==> src/rtl/alu_op_sequencer.sv <==
// alu_op_sequencer: queues ALU commands and issues one per cycle
// to the register-file/ALU datapath, returning the zero flag.
module alu_op_sequencer #(
  parameter int DEPTH = 4,
  parameter int CNT_W = 16
) (
  input  logic             clk,
  input  logic             rst,
  input  logic             cmd_valid,
  output logic             cmd_ready,
  input  logic [2:0]       cmd_op,
  input  logic [4:0]       cmd_rd,
  input  logic [4:0]       cmd_rs1,
  input  logic [4:0]       cmd_rs2,
  output logic [4:0]       rr1,
  output logic [4:0]       rr2,
  output logic [4:0]       wr,
  output logic             rw,
  output logic [3:0]       ctl,
  input  logic             zero,
  output logic             resp_valid,
  input  logic             resp_ready,
  output logic             resp_zero,
  output logic [2:0]       resp_op,
  output logic             err,
  output logic [CNT_W-1:0] op_count
);

  localparam int AW = (DEPTH > 1) ? $clog2(DEPTH) : 1;
  localparam logic [AW:0] CNT_FULL = (AW+1)'(DEPTH);

  typedef enum logic [1:0] {
    IDLE,
    EXEC,
    HOLD
  } state_t;

  typedef struct packed {
    logic [2:0] op;
    logic [4:0] rd;
    logic [4:0] rs1;
    logic [4:0] rs2;
  } cmd_t;

  cmd_t          mem [DEPTH];
  cmd_t          head;
  logic [AW-1:0] wptr, rptr;
  logic [AW:0]   count, count_nxt;
  logic          live;
  logic          push, pop;
  logic          legal, blocked, fire, load;
  state_t        state, state_nxt;

  assign head      = mem[rptr];
  assign cmd_ready = live && (count != CNT_FULL);
  assign push      = cmd_valid && cmd_ready;
  assign legal     = (head.op <= 3'd4);
  assign blocked   = resp_valid && !resp_ready && legal;
  assign fire      = (state == EXEC) && !blocked;
  assign pop       = fire;
  assign load      = fire && legal;
  assign count_nxt = count + (AW+1)'(push) - (AW+1)'(pop);

  // Command storage; contents need no reset, pointers guard them
  always_ff @(posedge clk) begin
    if (push) mem[wptr] <= {cmd_op, cmd_rd, cmd_rs1, cmd_rs2};
  end

  // FIFO pointers, occupancy and post-reset ready enable
  always_ff @(posedge clk or negedge rst) begin
    if (!rst) begin
      wptr  <= '0;
      rptr  <= '0;
      count <= '0;
      live  <= 1'b0;
    end else begin
      live  <= 1'b1;
      count <= count_nxt;
      if (push) wptr <= wptr + AW'(1);
      if (pop)  rptr <= rptr + AW'(1);
    end
  end

  // FSM state register
  always_ff @(posedge clk or negedge rst) begin
    if (!rst) state <= IDLE;
    else      state <= state_nxt;
  end

  // Next state and datapath drive from the head entry
  always_comb begin
    state_nxt = state;
    rr1       = 5'd0;
    rr2       = 5'd0;
    wr        = 5'd0;
    rw        = 1'b0;
    ctl       = 4'b0000;
    unique case (state)
      IDLE: begin
        if (count_nxt != '0) state_nxt = EXEC;
      end
      EXEC: begin
        if (blocked) begin
          state_nxt = HOLD;
        end else begin
          rr1 = head.rs1;
          rr2 = head.rs2;
          wr  = head.rd;
          unique case (head.op)
            3'd0: begin ctl = 4'b0010; rw = 1'b1; end
            3'd1: begin ctl = 4'b0110; rw = 1'b1; end
            3'd2: begin ctl = 4'b0000; rw = 1'b1; end
            3'd3: begin ctl = 4'b0001; rw = 1'b1; end
            3'd4: begin ctl = 4'b0110; rw = 1'b0; end
            default: begin ctl = 4'b0000; rw = 1'b0; end
          endcase
          state_nxt = (count_nxt != '0) ? EXEC : IDLE;
        end
      end
      HOLD: begin
        if (resp_ready)
          state_nxt = (count_nxt != '0) ? EXEC : IDLE;
      end
      default: state_nxt = IDLE;
    endcase
  end

  // Response register, sticky error and completion counter
  always_ff @(posedge clk or negedge rst) begin
    if (!rst) begin
      resp_valid <= 1'b0;
      resp_zero  <= 1'b0;
      resp_op    <= 3'd0;
      err        <= 1'b0;
      op_count   <= '0;
    end else begin
      if (load) begin
        resp_valid <= 1'b1;
        resp_zero  <= zero;
        resp_op    <= head.op;
        op_count   <= op_count + CNT_W'(1);
      end else if (resp_ready) begin
        resp_valid <= 1'b0;
      end
      if (fire && !legal) err <= 1'b1;
    end
  end

endmodule

==> config.mk <==
export PLATFORM = sky130hd
export DESIGN_NAME = alu_op_sequencer
export DESIGN_NICKNAME = d
export VERILOG_FILES = /design/src/rtl/alu_op_sequencer.sv
export SDC_FILE = /design/constraint.sdc
export NUM_CORES = 1
export LEC_CHECK = 0
export BUFFER_PORTS_ARGS = -buffer_cell sky130_fd_sc_hd__buf_2
export CAP_MARGIN = 20
export CORE_ASPECT_RATIO = 1.75
export CORE_MARGIN = 2
export CORE_UTILIZATION = 45
export DETAILED_ROUTE_END_ITERATION = 12
export HOLD_SLACK_MARGIN = 0.03
export PLACE_DENSITY = 0.78
export REMOVE_ABC_BUFFERS = 1
export SETUP_SLACK_MARGIN = 0.1
export SLEW_MARGIN = 20
export SYNTH_ARGS = -nofsm -noshare
export SYNTH_HDL_FRONTEND = slang
export SYNTH_SLANG_ARGS = --single-unit
==> constraint.sdc <==
create_clock -name clk -period 3.18 [get_ports clk]
set_clock_uncertainty 0.2 [all_clocks]
set_input_delay 0.159 -clock clk [delete_from_list [all_inputs] [get_ports clk]]
set_output_delay 0.159 -clock clk [all_outputs]
set_load 0.02 [all_outputs]
# == Word level (Yosys, flattened, before mapping) ==
# Memory sizes are Yosys's and may differ from the RTL's.
# Cells that the tools add are included.
# totals
mem_bits_ro,0
register_bits,32
elab_cells,64
ramBits,72
output_inout_bits,43
mem_count,1
latch_bits,0
# memory_table
name,depth,word_bits,read_ports,rd_ports_with_merged_regs,write_ports,line,source
mem,4,18,1,0,1,45,cmd_t mem [DEPTH];
# op_classes
order_cmp,1
n_reduce_logical,17
muxes,21
shifts,0
mul,0
n_eq_ne,9
div_mod_pow,0
n_bitwise,0
n_addsub,5
# ops
op,count
$mux 5,6
$add 16x1->16 const B,1
$pmux 3 s3,1
$mux 1,8
$logic_and 1x1->1,7
$eq 3x2->1 const B,2
$mux 2,3
$mux 3,2
$pmux 2 s3,1
$add 2x1->2 const B,2
$ne 2x2->1 const B,2
$reduce_or 4->1,1
$add 3x1->3,1
$eq 3x1->1 const B,1
$eq 3x3->1 const B,1
$le 3x3->1 const B,1
$logic_not 1->1,3
$logic_not 3->1,1
$ne 3x3->1 const B,1
$reduce_bool 3->1,1
$sub 3x1->3,1
$eq 2x1->1 const B,1
$eq 2x2->1 const B,1
$logic_not 2->1,1
3 further kinds,3

# == Longest topological paths before layout ==
# depth
word_depth,10
mapped_depth,15
depth_no_buf,13

# == Least setup slack after synthesis ==
# No wires, ideal clock.
# synth_timing
kind,register -> register
startpoint,reg rptr[0]
endpoint,reg state[0]
period_less_slack_ns,3.309
path_slack_ns,-0.129
stages_incl_launch_ff,16
t_arrival_ns,2.976
path_buffers,2
cell_sequence,dfrtp_1 buf_6 mux4_2 o21ai_2 a21o_2 buf_4 inv_1 ha_1 inv_1 ha_1 inv_1 fa_1 xnor2_1 xnor2_1 o31ai_1 a31oi_1
# synth_between
elab_chain_len,10
word_cells_on_any_way,13
classes_between,add/sub: 1; order compare: 1; eq/ne: 1; mux: 4; reduce/logical: 5; memory: 1
# synth_lines
element,line,source
"start, declared",47,"logic [AW-1:0] wptr, rptr;"
"start signal, assigned",80,if (pop) rptr <= rptr + AW'(1);
$mem_v2 4x18 (*),-,
$le 3x3->1 (*),57,assign legal = (head.op <= 3'd4);
$logic_and 1x1->1 (*),58,assign blocked = resp_valid && !resp_ready && legal;
$logic_not 1->1 (*),59,assign fire = (state == EXEC) && !blocked;
$logic_and 1x1->1 (*),59,
$sub 3x1->3 (*),62,assign count_nxt = count + (AW+1)'(push) - (AW+1)'(pop);
net count_nxt[2],48,"logic [AW:0] count, count_nxt;"
$reduce_bool 3->1 (*),"100, 117, 122",
$mux 1,"117, 122",
$mux 2 (on tied branches),"121, 103",
$pmux 2 s3,98,unique case (state)
"end signal, assigned",87,else state <= state_nxt;
"end, declared",52,"state_t state, state_nxt;"
# Mark *: on every way through the listed nets, which the timed path passes. The rest lies on a longest branch. The select of a mux whose other input is x is not followed.
# A chain may end at the register's enable or synchronous reset.

# == Final worst setup path ==
# Same ends and word-level chain as after synthesis.

==> flow_summary.yaml <==
layout:
  design_area_sq_mm: 0.00540
  layout-drive-gt1-share: 0.362
  final_cell_mix: "edfxtp_1, buf_2, dfrtp_1, dlygate4sd3_1"
  post-route-util: 0.574
  areaGrowthSynthToFinish_pct: 25.4
  fill_cells: 760
  ff_latch_area_sq_mm: 0.00296
  n_antenna_cell: 0
  layout_commonest_cell: "edfxtp_1"
  multi_input_comb_area_sq_mm: 0.00127
  fin_nets: 388
hold_path:
  hp-start: "cmd_valid"
  min_delay_path_depth: 3
  holdPathEnd: "wptr[0]$_DFFE_PN0P_"
  holdCritPathClass: "in -> reg"
detailed_routing:
  antenna_left: 0
  wl_per_cell_microns: 15.9
  drtIter0Drc: 51
  drt-pass1-iter-count: 4
  drc: 0
  wl_mm: 7.70
  via_per_inst: 5.12
  vias: 2476
clock_network:
  numCtsBuffers: 9
  insertion_delay_ns: 0.35
  cts.path.max_buffers: 2
  cts_root_buf: "clkbuf_16"
  path_clk_slew_ns: 0.07
  clock-sinks: 104
  ctsHtreeMaxLevel: 3
  cts_tree: "yes"
placed_design:
  placed_cell_area_sq_mm: 0.00483
  place.gp.congestion: 0.735
  io_buffer_count: 64
  hpwl_mm: 5.24
power:
  p_per_area_mw_per_mm2: 933
  p_leak_nw: 2.15
  totalPowerFinal_w: 0.00504
  ir_worst_vdd_mv: 0.520
status:
  status: "complete, no violations"
grt:
  antenna_found_initial: 0
  grt_pass1_vias: 2496
  grt-ovfl-total: 0
  grt_pass1_wl_mm: 12.6
  grt_max_degree: 33
  grt.total_usage: 0.162
worst_setup_path:
  cp_data_arrival_time_ns: 3.14
  crit_fanout: 4
  worstPathRequired_ns: 3.21
  r2r-end: "state[0]$_DFFE_PN0P_"
  r2r_start: "rptr[0]$_DFFE_PN0N_"
  r2r_cells: 14
  worstSetupPathType: "reg -> reg"
  setup.worst_path.start_class: "flop"
  cp-end-kind: "flop"
  reg2reg_slack_ns: 0.06
floorplan:
  rows: 47
  io_pins: 66
  die_h_microns: 133
  start_util: 0.457
  die_w_microns: 77.9
  core_sq_mm: 0.00941
  die-area_sq_mm: 0.0104
timing:
  setup_viol: 0
  final_hold_viol_count: 0
  tns_ns: 0
  fin_crit_sh: 0.980
  worst_pin_slew_ns: 0.723
  max-slew-margin-rel: 0.518
  slew_viol_final: 0
  rsz0062_at_grt: "true"
  fmax_mhz: 321
  holdWs_ns: 0.0474
  post-route-min-period_ns: 3.12
synth:
  synth-async-reset-ratio: 0.308
  netlist_area_sq_mm: 0.00430
  synth_edf_count: 72
  ys_seq_area_frac: 0.688
  ys.warnings.count: 0
  syn_inst: 253
  ys.flop_type: "edfxtp_1"
  ys_types: 40
  ys_ff_latch: 104
  synth_area_per_cell_sq_um: 17.0
flow_run:
  drv_cap: 0
-- report_power, final --
part,leakage [nW],total (W),switching (W),internal (W)
Clock,0.155,0.00113,0.000502,0.000628
Combinational,0.944,0.00206,0.00113,0.000933
Sequential,1.05,0.00184,0.000150,0.00169
Total,2.15,0.00504,0.00178,0.00325
-- final cells by class --
cell class                      count  share of cell area
Multi-Input combinational cell    130               0.235
Clock inverter                      7              0.0155
Clock buffer                        9              0.0417
Timing Repair Buffer              103               0.124
Sequential cell                   104               0.549
Inverter                            9             0.00626
Tap cell                          122              0.0283
-- through the flow --
stage / cells / setup slack, ns
after CTS: 483 / 0.0332
final: 484 / 0.0634
after global routing: 484 / -0.0675
after floorplan: 243 / -1.16
after global placement: 445 / 0.100
after detailed placement: 445 / 0.00456
-- how the worst max path moves through the flow --
stage,startpoint,to,slack [ns]
global placement,rptr[0]$_DFFE_PN0N_,state[0]$_DFFE_PN0P_,0.10
CTS,rptr[0]$_DFFE_PN0N_,state[0]$_DFFE_PN0P_,0.03
finish,rptr[0]$_DFFE_PN0N_,state[0]$_DFFE_PN0P_,0.06
floorplan,rptr[0]$_DFFE_PN0N_,state[0]$_DFFE_PN0P_,-1.16
detailed placement,rptr[0]$_DFFE_PN0N_,state[0]$_DFFE_PN0P_,0.005
global route,rptr[0]$_DFFE_PN0N_,state[0]$_DFFE_PN0P_,-0.07
-- routing by layer --
layer	GRT usage	wire, microns	share of wire
met2	0.284	4170	0.54
met3	0.0366	304	0.039
met5	0	0	0
met1	0.187	3110	0.40
met4	0.0731	115	0.015
-- critical path: stages (launching register included) --
cell and delay (ns):
dfrtp_1 0.42, buf_6 0.12, mux4_2 0.50, o21ai_2 0.16, a21o_2 0.16, inv_2 0.04
ha_4 0.22, inv_2 0.06, ha_4 0.12, inv_2 0.03, fa_2 0.36, xnor2_2 0.15
xnor2_1 0.14, o31ai_1 0.24, a31oi_1 0.06
-- state kept, by name, summed over array words and instances, names as in the netlist, 2 cells and up --
name / flops
op_count: 16
count: 3
wptr: 2
rptr: 2
state: 2
resp_op: 3
mem: 72
-- timing repair --
action / in CTS / in global routing
buffers inserted: 1 / 1
endpoints found under the setup margin: 1 / 1
resized for setup: 2 / 8
pin swaps: 1 / 7
hold buffers: 21 / 0
hold endpoints to repair: 108 / 0
-- cell families after synthesis --
logic type | synth area share
flops | 0.688
simple gates | 0.0910
mux | 0.108
xor+xnor | 0.0427
buf+inv | 0.0241
compound gates | 0.0189
fa+ha+maj | 0.0250
other cells | 0.00174
-- cells in the mapped netlist, types with 2 or more instances --
cell type	instances	area, sq um
buf_6	3	33.8
buf_4	2	15.0
and3_1	7	43.8
nor2b_1	17	106
nand2b_1	3	18.8
buf_2	2	10.0
ha_1	7	87.6
xor2_1	2	17.5
nor4_1	2	12.5
nor3_1	2	10.0
clkbuf_1	2	7.51
inv_1	9	33.8
nor2_1	7	26.3
conb_1	2	7.51
mux2_4	3	45.0
nand2_1	6	22.5
and2_1	2	12.5
xnor2_1	19	166
nand4_1	8	50.1
a22o_1	2	17.5
nand3_1	9	45.0
dfrtp_1	32	801
edfxtp_1	72	2160
mux4_2	17	383
Note: power is estimated with default switching activity, not from simulation.
